$ cat src/rtl/top_main_sequencer.sv
// top_main_sequencer: issues a small program of packed instruction words onto the
// top_main input fields. It captures the response one cycle after each issue.
// Optional feature: define ZERO_SKIP_EN to make the all-ones opcode (SKZ) a local
// skip-if-zero instruction instead of an issued one.
module top_main_sequencer #(
    parameter int OPCODE_W   = 4,
    parameter int MEM_ADDR_W = 4,
    parameter int REG_ADDR_W = 3,
    parameter int DATA_W     = 8,
    parameter int DEPTH      = 16,
    parameter int PC_W       = $clog2(DEPTH),
    parameter int INSTR_W    = OPCODE_W + 2*MEM_ADDR_W + 2*REG_ADDR_W + DATA_W
) (
    input  logic                  clk,
    input  logic                  rst_n,
    input  logic                  prog_we,
    input  logic [PC_W-1:0]       prog_addr,
    input  logic [INSTR_W-1:0]    prog_wdata,
    input  logic [PC_W:0]         prog_len,
    input  logic                  start,
    output logic                  busy,
    output logic                  done,
    output logic [OPCODE_W-1:0]   opcode,
    output logic [MEM_ADDR_W-1:0] read_address,
    output logic [MEM_ADDR_W-1:0] write_address,
    output logic [REG_ADDR_W-1:0] read_address_reg,
    output logic [REG_ADDR_W-1:0] write_address_reg,
    output logic [DATA_W-1:0]     data_in,
    input  logic [DATA_W-1:0]     data_out_mem,
    input  logic                  zero,
    output logic [DATA_W-1:0]     result_data,
    output logic                  result_zero,
    output logic                  result_valid,
    output logic [PC_W:0]         issue_count
);

    typedef enum logic [1:0] {IDLE, ISSUE, CAPTURE} state_t;

    localparam logic [PC_W:0] DEPTH_L = (PC_W+1)'(DEPTH);
    localparam logic [PC_W:0] ONE     = (PC_W+1)'(1);
    localparam logic [PC_W:0] TWO     = (PC_W+1)'(2);

    logic [INSTR_W-1:0] mem_q [DEPTH];

    state_t             state_q, state_d;
    logic [PC_W:0]      pc_q, pc_d, len_q, len_d, cnt_q, cnt_d;
    logic [INSTR_W-1:0] fields_q, fields_d;
    logic [DATA_W-1:0]  rdata_q, rdata_d;
    logic               rzero_q, rzero_d, rvalid_q, rvalid_d;
    logic               done_q, done_d, busy_q, busy_d;

    logic [INSTR_W-1:0] cur_w;
    logic [PC_W:0]      clamp_len;
    logic               skz;

    assign cur_w     = mem_q[pc_q[PC_W-1:0]];
    assign clamp_len = (prog_len > DEPTH_L) ? DEPTH_L : prog_len;

`ifdef ZERO_SKIP_EN
    assign skz = (cur_w[INSTR_W-1 -: OPCODE_W] == {OPCODE_W{1'b1}});
`else
    assign skz = 1'b0;
`endif

    // Program memory: written only while idle, never cleared by reset
    always_ff @(posedge clk) begin
        if (prog_we && state_q == IDLE)
            mem_q[prog_addr] <= prog_wdata;
    end

    // Next-state and registered-output computation
    always_comb begin
        state_d  = state_q;
        pc_d     = pc_q;
        len_d    = len_q;
        cnt_d    = cnt_q;
        fields_d = fields_q;
        rdata_d  = rdata_q;
        rzero_d  = rzero_q;
        rvalid_d = 1'b0;
        done_d   = 1'b0;
        case (state_q)
            IDLE: begin
                if (start) begin
                    len_d = clamp_len;
                    pc_d  = '0;
                    cnt_d = '0;
                    if (clamp_len == '0) done_d  = 1'b1;
                    else                 state_d = ISSUE;
                end
            end
            ISSUE: begin
                if (skz) begin
                    // Skip-if-zero looks at the last captured flag, not the live input
                    pc_d = pc_q + (rzero_q ? TWO : ONE);
                    if (pc_d >= len_q) begin
                        state_d = IDLE;
                        done_d  = 1'b1;
                    end
                end else begin
                    fields_d = cur_w;
                    cnt_d    = cnt_q + ONE;
                    state_d  = CAPTURE;
                end
            end
            CAPTURE: begin
                rdata_d  = data_out_mem;
                rzero_d  = zero;
                rvalid_d = 1'b1;
                pc_d     = pc_q + ONE;
                if (pc_q + ONE == len_q) begin
                    state_d = IDLE;
                    done_d  = 1'b1;
                end else begin
                    state_d = ISSUE;
                end
            end
            default: state_d = IDLE;
        endcase
        busy_d = (state_d != IDLE);
    end

    // State and output registers
    always_ff @(posedge clk or negedge rst_n) begin
        if (!rst_n) begin
            state_q  <= IDLE;
            pc_q     <= '0;
            len_q    <= '0;
            cnt_q    <= '0;
            fields_q <= '0;
            rdata_q  <= '0;
            rzero_q  <= 1'b0;
            rvalid_q <= 1'b0;
            done_q   <= 1'b0;
            busy_q   <= 1'b0;
        end else begin
            state_q  <= state_d;
            pc_q     <= pc_d;
            len_q    <= len_d;
            cnt_q    <= cnt_d;
            fields_q <= fields_d;
            rdata_q  <= rdata_d;
            rzero_q  <= rzero_d;
            rvalid_q <= rvalid_d;
            done_q   <= done_d;
            busy_q   <= busy_d;
        end
    end

    assign {opcode, read_address, write_address,
            read_address_reg, write_address_reg, data_in} = fields_q;
    assign busy         = busy_q;
    assign done         = done_q;
    assign result_data  = rdata_q;
    assign result_zero  = rzero_q;
    assign result_valid = rvalid_q;
    assign issue_count  = cnt_q;

endmodule

$ cat config.mk
export PLATFORM = sky130hd
export DESIGN_NAME = top_main_sequencer
export DESIGN_NICKNAME = d
export VERILOG_FILES = /design/src/rtl/top_main_sequencer.sv
export SDC_FILE = /design/constraint.sdc
export NUM_CORES = 1
export LEC_CHECK = 0
export CORE_ASPECT_RATIO = 1.4
export CORE_MARGIN = 1.5
export CORE_UTILIZATION = 60
export CTS_CLUSTER_DIAMETER = 100
export DETAILED_ROUTE_END_ITERATION = 10
export PLACE_DENSITY = 0.91
export SYNTH_ARGS = -nofsm -noshare
export SYNTH_HDL_FRONTEND = slang
export SYNTH_SLANG_ARGS = --single-unit
$ cat constraint.sdc
create_clock -name clk -period 3.75 [get_ports clk]
set_input_delay 0.375 -clock clk [delete_from_list [all_inputs] [get_ports clk]]
set_output_delay 0.375 -clock clk [all_outputs]
set_load 0.02 [all_outputs]
==> results of run 1 <==
[Yosys cell counts]
cell type / count / area share [%]
nor2_1: 68 / 1.4
inv_1: 1 / 0.020
buf_4: 5 / 0.20
buf_2: 16 / 0.44
a31o_1: 1 / 0.048
mux2_1: 1 / 0.061
o22ai_1: 78 / 2.7
edfxtp_1: 416 / 68
inv_2: 1 / 0.020
or3_1: 1 / 0.034
xor2_1: 6 / 0.29
a31o_2: 1 / 0.048
buf_6: 20 / 1.2
xnor2_1: 3 / 0.14
buf_8: 4 / 0.33
or3b_1: 1 / 0.048
o21ai_1: 6 / 0.16
nand2b_1: 9 / 0.31
buf_1: 1 / 0.020
mux2i_1: 208 / 11
ha_1: 2 / 0.14
buf_12: 4 / 0.44
nor3_2: 3 / 0.16
clkbuf_4: 2 / 0.082
clkbuf_1: 10 / 0.20
nor2_2: 1 / 0.034
o21ai_0: 36 / 0.98
o311ai_1: 1 / 0.048
nor3_1: 81 / 2.2
nor2b_1: 2 / 0.068
dfrtp_1: 55 / 7.5
nand2b_2: 1 / 0.048
nand4_1: 2 / 0.068
nand2_1: 49 / 1.0
or2_1: 1 / 0.034
nand3_1: 14 / 0.38
nor3b_1: 1 / 0.041
[metal layers]
layer | vias to the layer above | GRT usage, % | share of wire [%]
met4 | 0 | 13.8 | 4.4
met2 | 720 | 44.5 | 50
li1 | 4476 | - | -
met5 | - | 0 | 0
met1 | 5248 | 33.7 | 35
met3 | 158 | 5.63 | 10
[power by group]
part	switching, mW	leakage, nW	internal [mW]	total (mW)
Combinational	2.23	1.94	1.49	3.72
Clock	1.90	0.718	2.68	4.58
Sequential	0.294	4.41	6.08	6.37
[timing repair]
| item | in CTS | in global routing |
|---|---|---|
| hold endpoints to repair | 30 | 0 |
| hold buffers | 1 | 0 |
| setup buffers | 0 | 0 |
[layout make-up]
| type | instances | area share [%] |
|---|---|---|
| sequential | 471 | 65.9 |
| clock inverter | 27 | 1.72 |
| clock buffer | 47 | 5.23 |
| timing repair buffer | 113 | 5.27 |
| multi-input combinational | 577 | 19.5 |
| tap | 385 | 2.29 |
| inverter | 2 | 0.0357 |
[path summary, 6_finish.rpt]
path | endpoint | slack [ps]
max | mem_q[4][3] | 1250
max in group asynchronous | fields_q[5] | 2320
max reg2reg | mem_q[4][3] | 1250
min | result_data[5] | 370
min reg2reg | result_data[3] | 480
min in group asynchronous | fields_q[13] | 490
[logic make-up after synthesis]
| logic type | after synthesis | share of synthesized area [%] |
|---|---|---|
| AND/OR/NAND/NOR | 234 | 5.81 |
| flip-flops | 471 | 75.3 |
| AO/OA/AOI/OAI | 123 | 3.94 |
| buffers and inverters | 64 | 2.97 |
| adder cells (fa/ha/maj) | 2 | 0.136 |
| XOR/XNOR | 9 | 0.428 |
| multiplexers | 209 | 11.4 |
[worst max-delay path, cell delays in order, from the launching register on]
cell and delay (ps):
dfrtp_1 410, nor2_1 230, nand2_1 120, or3_1 510, nor2_4 840
[registers in the layout (all words and copies together) (netlist names), 2 cells and up]
name,count
pc_q,5
result_data,8
mem_q,416
fields_q,26
issue_count,5
state_q,2
len_q,5
[cells in the final DEF, fill, tap and decap left out, types with 2 or more instances in the layout]
master | netlist | final
nor3_2 | 3 | 7
clkinv_4 | 0 | 2
nand2b_1 | 9 | 7
buf_12 | 4 | 3
nor2_4 | 0 | 12
clkbuf_16 | 0 | 42
nand2b_2 | 1 | 3
bufinv_16 | 0 | 8
nand2_1 | 49 | 48
xnor2_1 | 3 | 3
nand3_1 | 14 | 14
edfxtp_1 | 416 | 416
o21ai_1 | 6 | 6
clkbuf_1 | 10 | 2
o21ai_0 | 36 | 36
xor2_1 | 6 | 6
nor3_1 | 81 | 77
nand4_1 | 2 | 2
clkinv_2 | 0 | 8
dfrtp_1 | 55 | 54
clkdlybuf4s50_1 | 0 | 89
mux2i_1 | 208 | 208
nor2b_1 | 2 | 2
buf_4 | 5 | 19
clkinv_1 | 0 | 4
nor2_1 | 68 | 56
clkbuf_8 | 0 | 3
o22ai_1 | 78 | 78
ha_1 | 2 | 2
==> results.md, run 1 <==
- Worst reg2reg path startpoint: state_q[0]
- Placed standard-cell area: 0.0196 sq mm
- Top-level port count: just over 90
- Slew of the pin with the lowest slew margin: about 1200 ps
- Slew Limit Fails: 0
- Area of the multi-input gates: about 0.0041 sq mm
- Die Y-Extent: 210 um
- Fmax: roughly 400 MHz
- GP Congestion: ~0.84
- Via-per-instance ratio: 6.54
- Leakage: 7.07 nW
- Initial Util: 61.1%
- Root buf cell: clkbuf_16
- Clk slew on worst S/H paths: 60 ps
- Hold Violations, Final: 0
- Placed insts: 1547
- First-pass GRT wire length: about 62 mm
- Gr ovfl total: 0
- Final setup violation count: 0
- DR WL/cell: between 20 and 30 um
- CP max FO: 26
- Core area: 0.0301 sq mm
- Antenna violations before repair: 0
- Die width: 151 um
- Register area share after synthesis: between 70% and 80%
- Later-pin clock latency in the skew report: 570 ps
- Max clock buf depth: 3
- FP Rows: 75
- Area Overhead vs Synth: 14.3%
- # diodes: 0
- HP Class: in -> reg
- Synthesized cell area: 0.0184 sq mm
- Finished Layout Cells: 1622
- Final WL: around 42 mm
- Number of global-route vias before repair: 10849
- Antenna viol nets, final: 0
- Synth Net Count: 1162
- Hold path cells: 3
- Critical path capture point type: register
- Via count: 10602
- CTS Buf Count: between 40 and 50
- Unrepaired setup endpoints after global routing: no
- Final period utilization: 66.6%
- Max-Cap Viols: 0
- CTS tree: built
- Post-synth cell types: 37
- Layout cells sized above 1: under 10%
- Synth Instances: 1112
- Quantity of I/O buffers inserted on ports: 90
- Initial DRC count: 1276
- Fill count: approximately 1700
- Cell Pwr Density: 697 mW/mm^2
- Status: finished, final reports clean
- Nature of the critical path startpoint: register
- Nets: about 1300
- Post_cts resized: 0
- Total track usage: 27.0%
- Final HPWL DP: 23.3 mm
- Worst Reg-to-Reg Cells: 4
- DRC Markers: 0
- Synth Warn #: 0
- #FFs+latches synth: about 470
- Tmin final: 2500 ps
- IR drop worst, VDD: 0.000404 V
- TNS Setup: 0 ps
- Slew HR: 19.0%
- CTS Sinks: 471
- Final Util: 69.8%
- Final Cell Area: between 0.02 and 0.025 sq mm
- Worst setup path start: state_q[0]
- H-tree levels: 2
- Worst slack, placed: 1090 ps
- Clock skew: ~32 ps
- Setup ws final: around 1300 ps
- WP data arrival: between 2000 and 3000 ps
- Final hold slack: 365 ps
- Total die area: about 0.032 sq mm
- CP required: approximately 3900 ps
- Sequential cell area: 0.0139 sq mm
- Mean Syn Cell Area: around 17 sq um
- Tot Pwr: 14.7 mW
- Worst Min Path Start: data_out_mem[5]
- Largest net degree at the start of global routing: 65
- DRT Pass-1 Iters: 5
- Kind of critical path: reg -> reg
(Power assumes the default switching activity.)
==> run 2, diff against run 1 <==
--- a/config.mk
+++ b/config.mk
@@ -7,10 +7,10 @@
 export LEC_CHECK = 0
 export CORE_ASPECT_RATIO = 1.4
 export CORE_MARGIN = 1.5
-export CORE_UTILIZATION = 60
+export CORE_UTILIZATION = 54
 export CTS_CLUSTER_DIAMETER = 100
 export DETAILED_ROUTE_END_ITERATION = 10
-export PLACE_DENSITY = 0.91
+export PLACE_DENSITY = 0.87
 export SYNTH_ARGS = -nofsm -noshare
 export SYNTH_HDL_FRONTEND = slang
 export SYNTH_SLANG_ARGS = --single-unit
==> constraint.sdc (replaced) <==
create_clock -name clk -period 2.05 [get_ports clk]
set_input_delay 0.205 -clock clk [delete_from_list [all_inputs] [get_ports clk]]
set_output_delay 0.205 -clock clk [all_outputs]
set_load 0.02 [all_outputs]
==> run 2 against run 1 <==
Effect of this change:
- cell area increased by 3.1%
- non-clock buffer count increased by 32
- global-route usage shrank 3.8 points
- highest routed layer unchanged
==> results.md, run 2 (synthesis results as in run 1) <==
- Via-per-instance ratio: 6.08 (-6.9%)
- Final WL: 40.7 mm (-3.9%)
- Final Util: 64.9% (-4.9 points)
- Critical path capture point type: register
- Root buf cell: clkbuf_16
- Final setup violation count: 0 (unchanged)
- Status: finished, final reports clean
- Top-level port count: 91 (unchanged)
- Number of flip-flops in the largest register: 416 (unchanged)
- Tmin final: 1940 ps (-556 ps)
- Antenna violations before repair: 0 (unchanged)
- Slew Limit Fails: 0 (unchanged)
- Gr ovfl total: 0 (unchanged)
- Die width: 159 um (+5.3%)
- H-tree levels: 2 (unchanged)
- First-pass GRT wire length: 62.0 mm (-0.82%)
- Via count: 10453 (-1.4%)
- Clock skew: 13.1 ps (-19.1 ps)
- WP data arrival: 2350 ps (-310 ps)
- Final period utilization: 94.7% (+28 points)
- Largest net degree at the start of global routing: 53 (-18%)
- Later-pin clock latency in the skew report: 550 ps (-20 ps)
- DRT Pass-1 Iters: 5 (unchanged)
- Post_cts resized: 0 (unchanged)
- CTS tree: built
- Hold Violations, Final: 0 (unchanged)
- Combinational power share: 26.8% (+1.4 points)
- Initial Util: 55.1% (-6.0 points)
- Fmax: 515 MHz (+29%)
- DR WL/cell: 23.7 um (-9.3%)
- CP required: 2460 ps (-1450 ps)
- Quantity of I/O buffers inserted on ports: 90 (unchanged)
- Area Overhead vs Synth: 17.9%
- Clk slew on worst S/H paths: 60 ps (about the same)
- Sequential Power Share: 43.2% (-0.2 points)
- Max-Cap Viols: 0 (unchanged)
- Crit-path max cell delay: 460 ps (-380 ps)
- Slew of the pin with the lowest slew margin: 629 ps (-581 ps)
- CTS Buf Count: 42 (+2.4%)
- Number of global-route vias before repair: 10901 (+0.48%)
- Biggest register: mem_q
- Switching Fraction: 29.6% (-0.52 points)
- Total die area: 0.0352 sq mm (+11%)
- Cell Pwr Density: 1230 mW/mm^2 (+77%)
- IR drop worst, VDD: 0.000710 V (+76%)
- Total track usage: 23.2% (-3.8 points)
- TNS Setup: 0 ps (unchanged)
- Fill count: 2122 (+23%)
- Most frequent cells in the layout: edfxtp_1 (416), mux2i_1 (208), clkdlybuf4s50_1 (89)
- Leakage: 7.31 nW (+3.4%)
- Layout cells sized above 1: 11.7% (+2.1 points)
- CP max stage cell: dfrtp_4
- Max clock buf depth: 3 (unchanged)
- FP Rows: 79 (+5.3%)
- Most common cell after layout, fill and taps aside: edfxtp_1
- Final HPWL DP: 22.5 mm (-3.4%)
- Die Y-Extent: 221 um (+5.3%)
- GP Congestion: 0.790 (-5.9%)
- Sequential cell area: 0.0139 sq mm (unchanged)
- Power Internal: 18.8 mW (+84%)
- Crit-path cells: buf_12 -> buf_4 -> mux2i_1 -> o21ai_0 -> nor3_1 -> nor3_1
- HP Class: in -> async
- # diodes: 0 (unchanged)
- Initial DRC count: 1086 (-15%)
- Psw: 7.92 mW (+79%)
- Top delay family on crit path: buffers and inverters
- Worst path bufs/invs: 2 (+2)
- Unrepaired setup endpoints after global routing: no
- CP max FO: 35 (+35%)
- Area of the multi-input gates: 0.00414 sq mm (+0.79%)
- CTS Sinks: 471 (unchanged)
- Nets: 1289 (+2.6%)
- Post-CTS Setup Inserts: 0 (unchanged)
- Kind of critical path: reg -> reg
- Antenna viol nets, final: 0 (unchanged)
- # hold bufs at CTS: 1 (unchanged)
- Most frequent CP cell: nor3_1
- DRC Markers: 0 (unchanged)
- Slew HR: 58.0% (+39 points)
- Core area: 0.0334 sq mm (+11%)
- Nature of the critical path startpoint: register
- Tot Pwr: 26.7 mW (+82%)
- Clk pwr share: 30.0% (-1.2 points)
run 2: changes by cell type in the layout (fill, tap and decap cells not counted), moves of 4 or more:
cell,previous run,this run
nor3_4,0,4
buf_4,19,23
nor3_2,7,3
buf_12,3,31
clkbuf_1,2,12
run 2: final cells by class:
| cell class | count | share of cell area, % |
|---|---|---|
| Inverter | 2 | 0.0346 |
| Multi-Input combinational cell | 577 | 19.1 |
| Clock inverter | 21 | 1.14 |
| Sequential cell | 471 | 63.9 |
| Clock buffer | 57 | 5.40 |
| Timing Repair Buffer | 145 | 7.83 |
| Tap cell | 445 | 2.57 |
run 2: worst paths after layout:
path / startpoint / endpoint / slack (ps) / cells after the start
max: pc_q[0] / fields_q[15] / 110 / 6
min: rst_n / issue_count[0] / 200 / 2
max reg2reg: pc_q[0] / fields_q[15] / 110 / 6
min reg2reg: result_data[5] / result_data[5] / 480 / 2
max in group asynchronous: rst_n / fields_q[13] / 1120 / 3
min in group clk: data_out_mem[3] / result_data[3] / 200 / 3
run 2: power by group through the flow:
stage	clock (mW)	sequential [mW]	combinational (mW)
3_3_place_gp	0	11.7	6.72
5_1_grt	8.45	11.6	7.57
3_5_place_dp	0	11.7	6.96
6_report	8.03	11.5	7.16
2_1_floorplan	0	12.1	4.51
4_1_cts	8.09	11.5	7.12
run 2: worst register-to-register path, cell delays in order, from the launching register on:
cell and delay, ps:
dfrtp_4 460, buf_12 260, buf_4 240, mux2i_1 240, o21ai_0 150, nor3_1 350
nor3_1 100
run 2: layer usage:
layer	share of wire (%)	track usage, %
met1	37	28.0
met5	0	0
met3	7.1	3.58
met4	4.2	11.9
met2	52	40.3
run 2: stage by stage:
stage	std cells	cell area, sq um	worst slack, ps	hold slack, ps
3_3_place_gp	1639	20300	37.7	255
3_5_place_dp	1639	20300	19.1	257
2_1_floorplan	1112	18500	-287	-90.6
5_1_grt	1718	21700	22.5	190
6_report	1718	21700	108	196
4_1_cts	1718	21700	101	166
